[src/rtl/adder_share_pkg.sv]
// Shared types and helpers for the shared-adder arbiter.
package adder_share_pkg;

    typedef enum logic {
        IDLE = 1'b0,
        HOLD = 1'b1
    } state_t;

    // Upper bounds used to size the generic round-robin helper.
    localparam int MAX_NREQ = 8;
    localparam int MAX_IDW  = 3;

    // Index width for a requester count. It is never narrower than one bit,
    // so a zero-width id field cannot appear.
    function automatic int idw_of(input int n);
        return (n > 2) ? $clog2(n) : 1;
    endfunction

    // Round-robin pick. It scans ptr, ptr+1, ... modulo n and returns {found, index}.
    // The loop runs downwards, so the smallest offset from ptr writes last and wins.
    function automatic logic [MAX_IDW:0] rr_pick(
        input logic [MAX_NREQ-1:0] valid,
        input logic [MAX_IDW-1:0]  ptr,
        input int                  n
    );
        logic [MAX_IDW:0] res;
        int               idx;
        res = '0;
        for (int k = MAX_NREQ - 1; k >= 0; k--) begin
            if (k < n) begin
                idx = (int'(ptr) + k) % n;
                if (valid[idx]) begin
                    res = {1'b1, idx[MAX_IDW-1:0]};
                end
            end
        end
        return res;
    endfunction

endpackage

[src/rtl/adder_share_arbiter_rr_arbiter.sv]
// Combinational round-robin grant for the shared adder.
module rr_arbiter
    import adder_share_pkg::*;
#(
    parameter int NREQ = 2,
    parameter int IDW  = 1
) (
    input  logic [NREQ-1:0] valid_i,
    input  logic [IDW-1:0]  ptr_i,
    input  logic            en_i,
    output logic [NREQ-1:0] grant_o,
    output logic [IDW-1:0]  idx_o,
    output logic            found_o
);

    logic [MAX_IDW:0] pick;

    // Search starts at ptr_i. Requesters are skipped entirely when the arbiter is not enabled.
    always_comb begin
        pick    = rr_pick(MAX_NREQ'(valid_i), MAX_IDW'(ptr_i), NREQ);
        found_o = en_i & pick[MAX_IDW];
        idx_o   = pick[IDW-1:0];
    end

    // Expand the index into a one-hot grant vector.
    // At most one bit can be high because only one index is ever selected.
    generate
        for (genvar gi = 0; gi < NREQ; gi++) begin : g_grant
            assign grant_o[gi] = found_o && (idx_o == IDW'(gi));
        end
    endgenerate

endmodule

[src/rtl/adder_share_arbiter.sv]
// One W+1-bit adder shared by NREQ requesters.
// Selection is round-robin, and the registered result uses valid/ready handshakes.
module adder_share_arbiter
    import adder_share_pkg::*;
#(
    parameter int NREQ = 2,
    parameter int W    = 8
) (
    input  logic                      clk,
    input  logic                      rst,
    input  logic [NREQ-1:0]           req_valid,
    input  logic [NREQ*W-1:0]         req_a,
    input  logic [NREQ*W-1:0]         req_b,
    output logic [NREQ-1:0]           req_ready,
    output logic                      res_valid,
    input  logic                      res_ready,
    output logic [W-1:0]              res_sum,
    output logic                      res_carry,
    output logic [idw_of(NREQ)-1:0]   res_id,
    output logic                      busy
);

    localparam int IDW = idw_of(NREQ);

    state_t          state_q;
    logic [IDW-1:0]  ptr_q;
    logic [IDW-1:0]  ptr_d;
    logic            res_valid_q;
    logic [W-1:0]    res_sum_q;
    logic            res_carry_q;
    logic [IDW-1:0]  res_id_q;

    logic            acc;
    logic [NREQ-1:0] grant;
    logic [IDW-1:0]  grant_idx;
    logic            found;
    logic [W-1:0]    a_sel;
    logic [W-1:0]    b_sel;
    logic [W:0]      sum_d;

    // A new operand pair may enter when nothing is held, or when the held result leaves this cycle.
    // Reset blocks every handshake.
    assign acc = (state_q == IDLE) | ((state_q == HOLD) & res_ready);

    rr_arbiter #(
        .NREQ (NREQ),
        .IDW  (IDW)
    ) u_rr (
        .valid_i (req_valid),
        .ptr_i   (ptr_q),
        .en_i    (acc & ~rst),
        .grant_o (grant),
        .idx_o   (grant_idx),
        .found_o (found)
    );

    assign req_ready = grant;

    // The one-hot grant drives an AND-OR operand mux. No operand bit reaches req_ready.
    always_comb begin
        a_sel = '0;
        b_sel = '0;
        for (int i = 0; i < NREQ; i++) begin
            a_sel = a_sel | (req_a[i*W +: W] & {W{grant[i]}});
            b_sel = b_sel | (req_b[i*W +: W] & {W{grant[i]}});
        end
    end

    // This is the single shared adder. Its carry out is the top bit.
    assign sum_d = {1'b0, a_sel} + {1'b0, b_sel};

    // After a grant, the pointer moves to the requester just past the winner.
    assign ptr_d = (grant_idx == IDW'(NREQ - 1)) ? '0 : grant_idx + 1'b1;

    // FSM, round-robin pointer and result registers.
    always_ff @(posedge clk) begin
        if (rst) begin
            state_q     <= IDLE;
            ptr_q       <= '0;
            res_valid_q <= 1'b0;
            res_sum_q   <= '0;
            res_carry_q <= 1'b0;
            res_id_q    <= '0;
        end else if (found) begin
            state_q     <= HOLD;
            ptr_q       <= ptr_d;
            res_valid_q <= 1'b1;
            {res_carry_q, res_sum_q} <= sum_d;
            res_id_q    <= grant_idx;
        end else if ((state_q == HOLD) && res_ready) begin
            state_q     <= IDLE;
            res_valid_q <= 1'b0;
        end
    end

    assign res_valid = res_valid_q;
    assign busy      = res_valid_q;
    assign res_sum   = res_sum_q;
    assign res_carry = res_carry_q;
    assign res_id    = res_id_q;

endmodule

[config.mk]
export PLATFORM = sky130hd
export DESIGN_NAME = adder_share_arbiter
export DESIGN_NICKNAME = d
export VERILOG_FILES = /design/src/rtl/adder_share_pkg.sv /design/src/rtl/adder_share_arbiter_rr_arbiter.sv /design/src/rtl/adder_share_arbiter.sv
export SDC_FILE = /design/constraint.sdc
export NUM_CORES = 1
export LEC_CHECK = 0
export CORE_ASPECT_RATIO = 1.2
export CORE_UTILIZATION = 43
export DETAILED_ROUTE_END_ITERATION = 16
export PLACE_DENSITY = 0.86
export RECOVER_POWER = 25
export SETUP_SLACK_MARGIN = 0.1
export SKIP_CTS_REPAIR_TIMING = 1
export SKIP_LAST_GASP = 1
export SYNTH_ARGS = -nofsm -noshare
export SYNTH_HDL_FRONTEND = slang
export SYNTH_SLANG_ARGS = --single-unit
[constraint.sdc]
create_clock -name clk -period 8.9 [get_ports clk]
set_input_delay 2.225 -clock clk [delete_from_list [all_inputs] [get_ports clk]]
set_output_delay 2.225 -clock clk [all_outputs]
set_load 0.005 [all_outputs]
==> results.sh <==
export IMPL_area_growth_pct=52.8
export IMPL_detailedRoute_firstIterationViolations=17
export IMPL_num_io_pins=51
export IMPL_timing_worst_setup_path_type="in -> out"
export IMPL_worst_setup_path_start_kind="primary input"
export IMPL_n_antenna_cell=0
export IMPL_post_layout_total_power_mw=0.157
export IMPL_initial_antenna_violation_count=0
export IMPL_total_cts_buffers=3
export IMPL_cts_num_sinks=12
export IMPL_drv_slew=0
export IMPL_number_of_port_buffers=50
export IMPL_static_leakage_power_nw=0.642
export IMPL_worst_hold_path_num_cells=2
export IMPL_timing_final_setup_violations=0
export IMPL_worst_slew_margin_rel=0.494
export IMPL_synth_nets=161
export IMPL_syn_cell_area_um2=1000
export IMPL_layout_worst_path_cycle_share=0.709
export IMPL_clock_tree_buffer_depth=2
export IMPL_placed_cells=190
export IMPL_grtUsageTotal=0.220
export IMPL_timing_hold_worst_start="res_sum[2]"
export IMPL_grt_pass1_vias=1040
export IMPL_finalHoldViolCount=0
export IMPL_finalInstanceArea_um2=1530
export IMPL_insertion_delay_ns=0.26
export IMPL_timing_critical_path_to_type="output port"
export IMPL_drt_wl_total_um=2520
export IMPL_maximum_vdd_drop_mv=0.0553
export IMPL_placeableCoreArea_um2=2120
export IMPL_vias=1117
export IMPL_synth_edff_count=0
export IMPL_status="complete, no violations"
export IMPL_hold_path_endpoint="res_sum[2]"
export IMPL_grt_pass1_wl_um=4140
export IMPL_crit_required_ns=6.68
export IMPL_final_net_count=211
export IMPL_power_density_nw_per_um2=103
export IMPL_max_clock_freq_ghz=0.158
export IMPL_first_pass_iters=5
export IMPL_finalSetupTns_ns=0
export IMPL_synth_top_area_frac=0.240
export IMPL_yosys_register_bits=12
export IMPL_clkSlewWorstSetupHoldPaths_ns=0.07
export IMPL_synth_yosys_seq_area_share=0.240
export IMPL_die_extent_in_x_um=46.1
export IMPL_max_cap_violations=0
export IMPL_worst_pin_slew_ns=0.739
export IMPL_ys_flop_type="sky130_fd_sc_hd__dfxtp_1"
export IMPL_overflow=0
export IMPL_cts_htree_levels=1
export IMPL_synthesized_instance_count=115
export IMPL_cts_tree="built"
export IMPL_met2_usage=0.425
export IMPL_synth_largest_area_cell="sky130_fd_sc_hd__dfxtp_1"
export IMPL_synth_top_cells_by_area="sky130_fd_sc_hd__dfxtp_1, sky130_fd_sc_hd__a22o_1, sky130_fd_sc_hd__ha_1, sky130_fd_sc_hd__nand3_1, sky130_fd_sc_hd__nand2_1"
export IMPL_critical_path_cell_chain="dlygate4sd3_1 > a2111oi_4 > buf_4 > clkdlybuf4s50_1"
export IMPL_cpLargestDelayFamily="buffers and inverters"
export IMPL_cp_max_fo=18
export IMPL_rr_worst_depth=10
export IMPL_synth_avg_cell_area_um2=8.71
export IMPL_synth_warning_count=0
export IMPL_synth_cell_type_count=37
export IMPL_timing_final_crit_period_ns=6.31
export IMPL_fin_worst_skew_ns=0.00148
export IMPL_num_rows=18
export IMPL_ant_nets=0
export IMPL_reg2reg_slack_ns=6.03
export IMPL_grt_start_max_net_pins=19
export IMPL_r2r_start="busy"
export IMPL_min_path_type="reg -> reg"
export IMPL_gr_peak_layer="met2"
export IMPL_final_instance_count_excl_fill=193
export IMPL_async_flop_share=0
export IMPL_netlist_top_cells_count="sky130_fd_sc_hd__a22o_1, sky130_fd_sc_hd__dfxtp_1, sky130_fd_sc_hd__nand2_1, sky130_fd_sc_hd__nand3_1, sky130_fd_sc_hd__nor2_1"
export IMPL_cell_area_reported_after_detailed_placement_um2=1510
export IMPL_cts_root_buf="sky130_fd_sc_hd__clkbuf_4"
export IMPL_hpwlAfterDp_um=2000
export IMPL_drive_above_1_share=0.0798
export IMPL_wire_per_inst_um=13.1
export IMPL_chipHeight_um=54.9
export IMPL_gr_layer_usage_met3=0.0198
export IMPL_fraction_of_met1_tracks_used_by_global_routing=0.245
export IMPL_drc=0
export IMPL_worstPathArrival_ns=4.09
export IMPL_initial_utilization=0.473
export IMPL_reg2reg_to="res_sum[6]"
export IMPL_critPathBufInv=3
export IMPL_hold_ws_ns=0.458
export IMPL_critical_path_max_stage_delay_ns=0.69
export IMPL_worst_path_max_delay_cell="sky130_fd_sc_hd__dlygate4sd3_1"
export IMPL_grt_setup_unrepaired="false"
export IMPL_yosys_cell_count_top_type="sky130_fd_sc_hd__a22o_1"
export IMPL_via_to_cell_ratio=5.79
export IMPL_floorplan_die_area_um2=2530
export IMPL_gp_congestion=0.822
## per-stage QoR
step / utilization / setup slack (ns)
after global placement: 0.713 / 2.69
after detailed placement: 0.713 / 2.66
final: 0.723 / 2.59
after global routing: 0.723 / 2.52
after floorplan: - / 3.55
after CTS: 0.723 / 2.65
## layout make-up
cell class,count,area (um^2)
Clock buffer,3,22.5
Tap cell,30,37.5
Inverter,3,11.3
Sequential cell,12,240
Multi-Input combinational cell,93,704
Fill cell,189,586
Timing Repair Buffer,52,515
## layout by cell type (no fill, tap or decap), types with 2 or more instances in the layout
| master | synthesis | layout |
|---|---|---|
| sky130_fd_sc_hd__clkdlybuf4s50_1 | 0 | 44 |
| sky130_fd_sc_hd__a22o_1 | 16 | 16 |
| sky130_fd_sc_hd__dfxtp_1 | 12 | 12 |
| sky130_fd_sc_hd__nor2_1 | 9 | 9 |
| sky130_fd_sc_hd__nand2_1 | 9 | 9 |
| sky130_fd_sc_hd__nand3_1 | 9 | 9 |
| sky130_fd_sc_hd__ha_1 | 8 | 8 |
| sky130_fd_sc_hd__dlygate4sd3_1 | 0 | 6 |
| sky130_fd_sc_hd__o21ai_1 | 5 | 5 |
| sky130_fd_sc_hd__a21oi_1 | 3 | 3 |
| sky130_fd_sc_hd__nor3_1 | 3 | 3 |
| sky130_fd_sc_hd__clkbuf_4 | 0 | 3 |
| sky130_fd_sc_hd__inv_2 | 2 | 2 |
| sky130_fd_sc_hd__nor3_2 | 2 | 2 |
| sky130_fd_sc_hd__a21o_1 | 2 | 2 |
| sky130_fd_sc_hd__a211oi_1 | 2 | 2 |
| sky130_fd_sc_hd__a211o_1 | 2 | 2 |
| sky130_fd_sc_hd__o21a_1 | 2 | 2 |
| sky130_fd_sc_hd__a2111o_1 | 2 | 2 |
| sky130_fd_sc_hd__o211ai_2 | 2 | 2 |
| sky130_fd_sc_hd__nor4_1 | 2 | 2 |
| sky130_fd_sc_hd__buf_4 | 2 | 2 |
## worst max path at each step
stage	from	to	slack, ns	cells after the start
2_1_floorplan	rst	req_ready[0]	3.55	3
3_3_place_gp	rst	req_ready[0]	2.69	4
3_5_place_dp	rst	req_ready[0]	2.66	4
4_1_cts	rst	req_ready[0]	2.65	4
5_1_grt	rst	req_ready[0]	2.52	4
6_report	rst	req_ready[0]	2.59	4
## logic make-up after synthesis
family / after synthesis / share of synthesized area
AO/OA/AOI/OAI: 43 / 0.365
adder cells (fa/ha/maj): 9 / 0.120
XOR/XNOR: 1 / 0.00874
flip-flops: 12 / 0.240
buffers and inverters: 10 / 0.0574
AND/OR/NAND/NOR: 40 / 0.210
## registers in the layout, summed over array words and instances (netlist names)
name	count
res_carry	1
res_id	1
busy	1
ptr_q	1
res_sum	8
## worst min-delay path, stage by stage (launching register included)
cell and delay, ns:
sky130_fd_sc_hd__dfxtp_1 0.31, sky130_fd_sc_hd__nand3_1 0.06, sky130_fd_sc_hd__o21ai_1 0.05
## power by group
| group | internal, mW | switching (mW) | total (mW) | leakage (nW) |
|---|---|---|---|---|
| registers | 0.0589 | 0.00287 | 0.0618 | 0.0988 |
| clock network | 0.0156 | 0.0166 | 0.0322 | 0.0138 |
| logic | 0.0371 | 0.0260 | 0.0631 | 0.530 |
| total | 0.112 | 0.0455 | 0.157 | 0.642 |
## per-layer routing
layer / share of wire / vias up
met5: 0 / -
li1: - / 544
met3: 0.066 / 6
met2: 0.50 / 57
met1: 0.42 / 510
met4: 0.021 / 0
No activity file was read; power rests on OpenSTA's default activity.
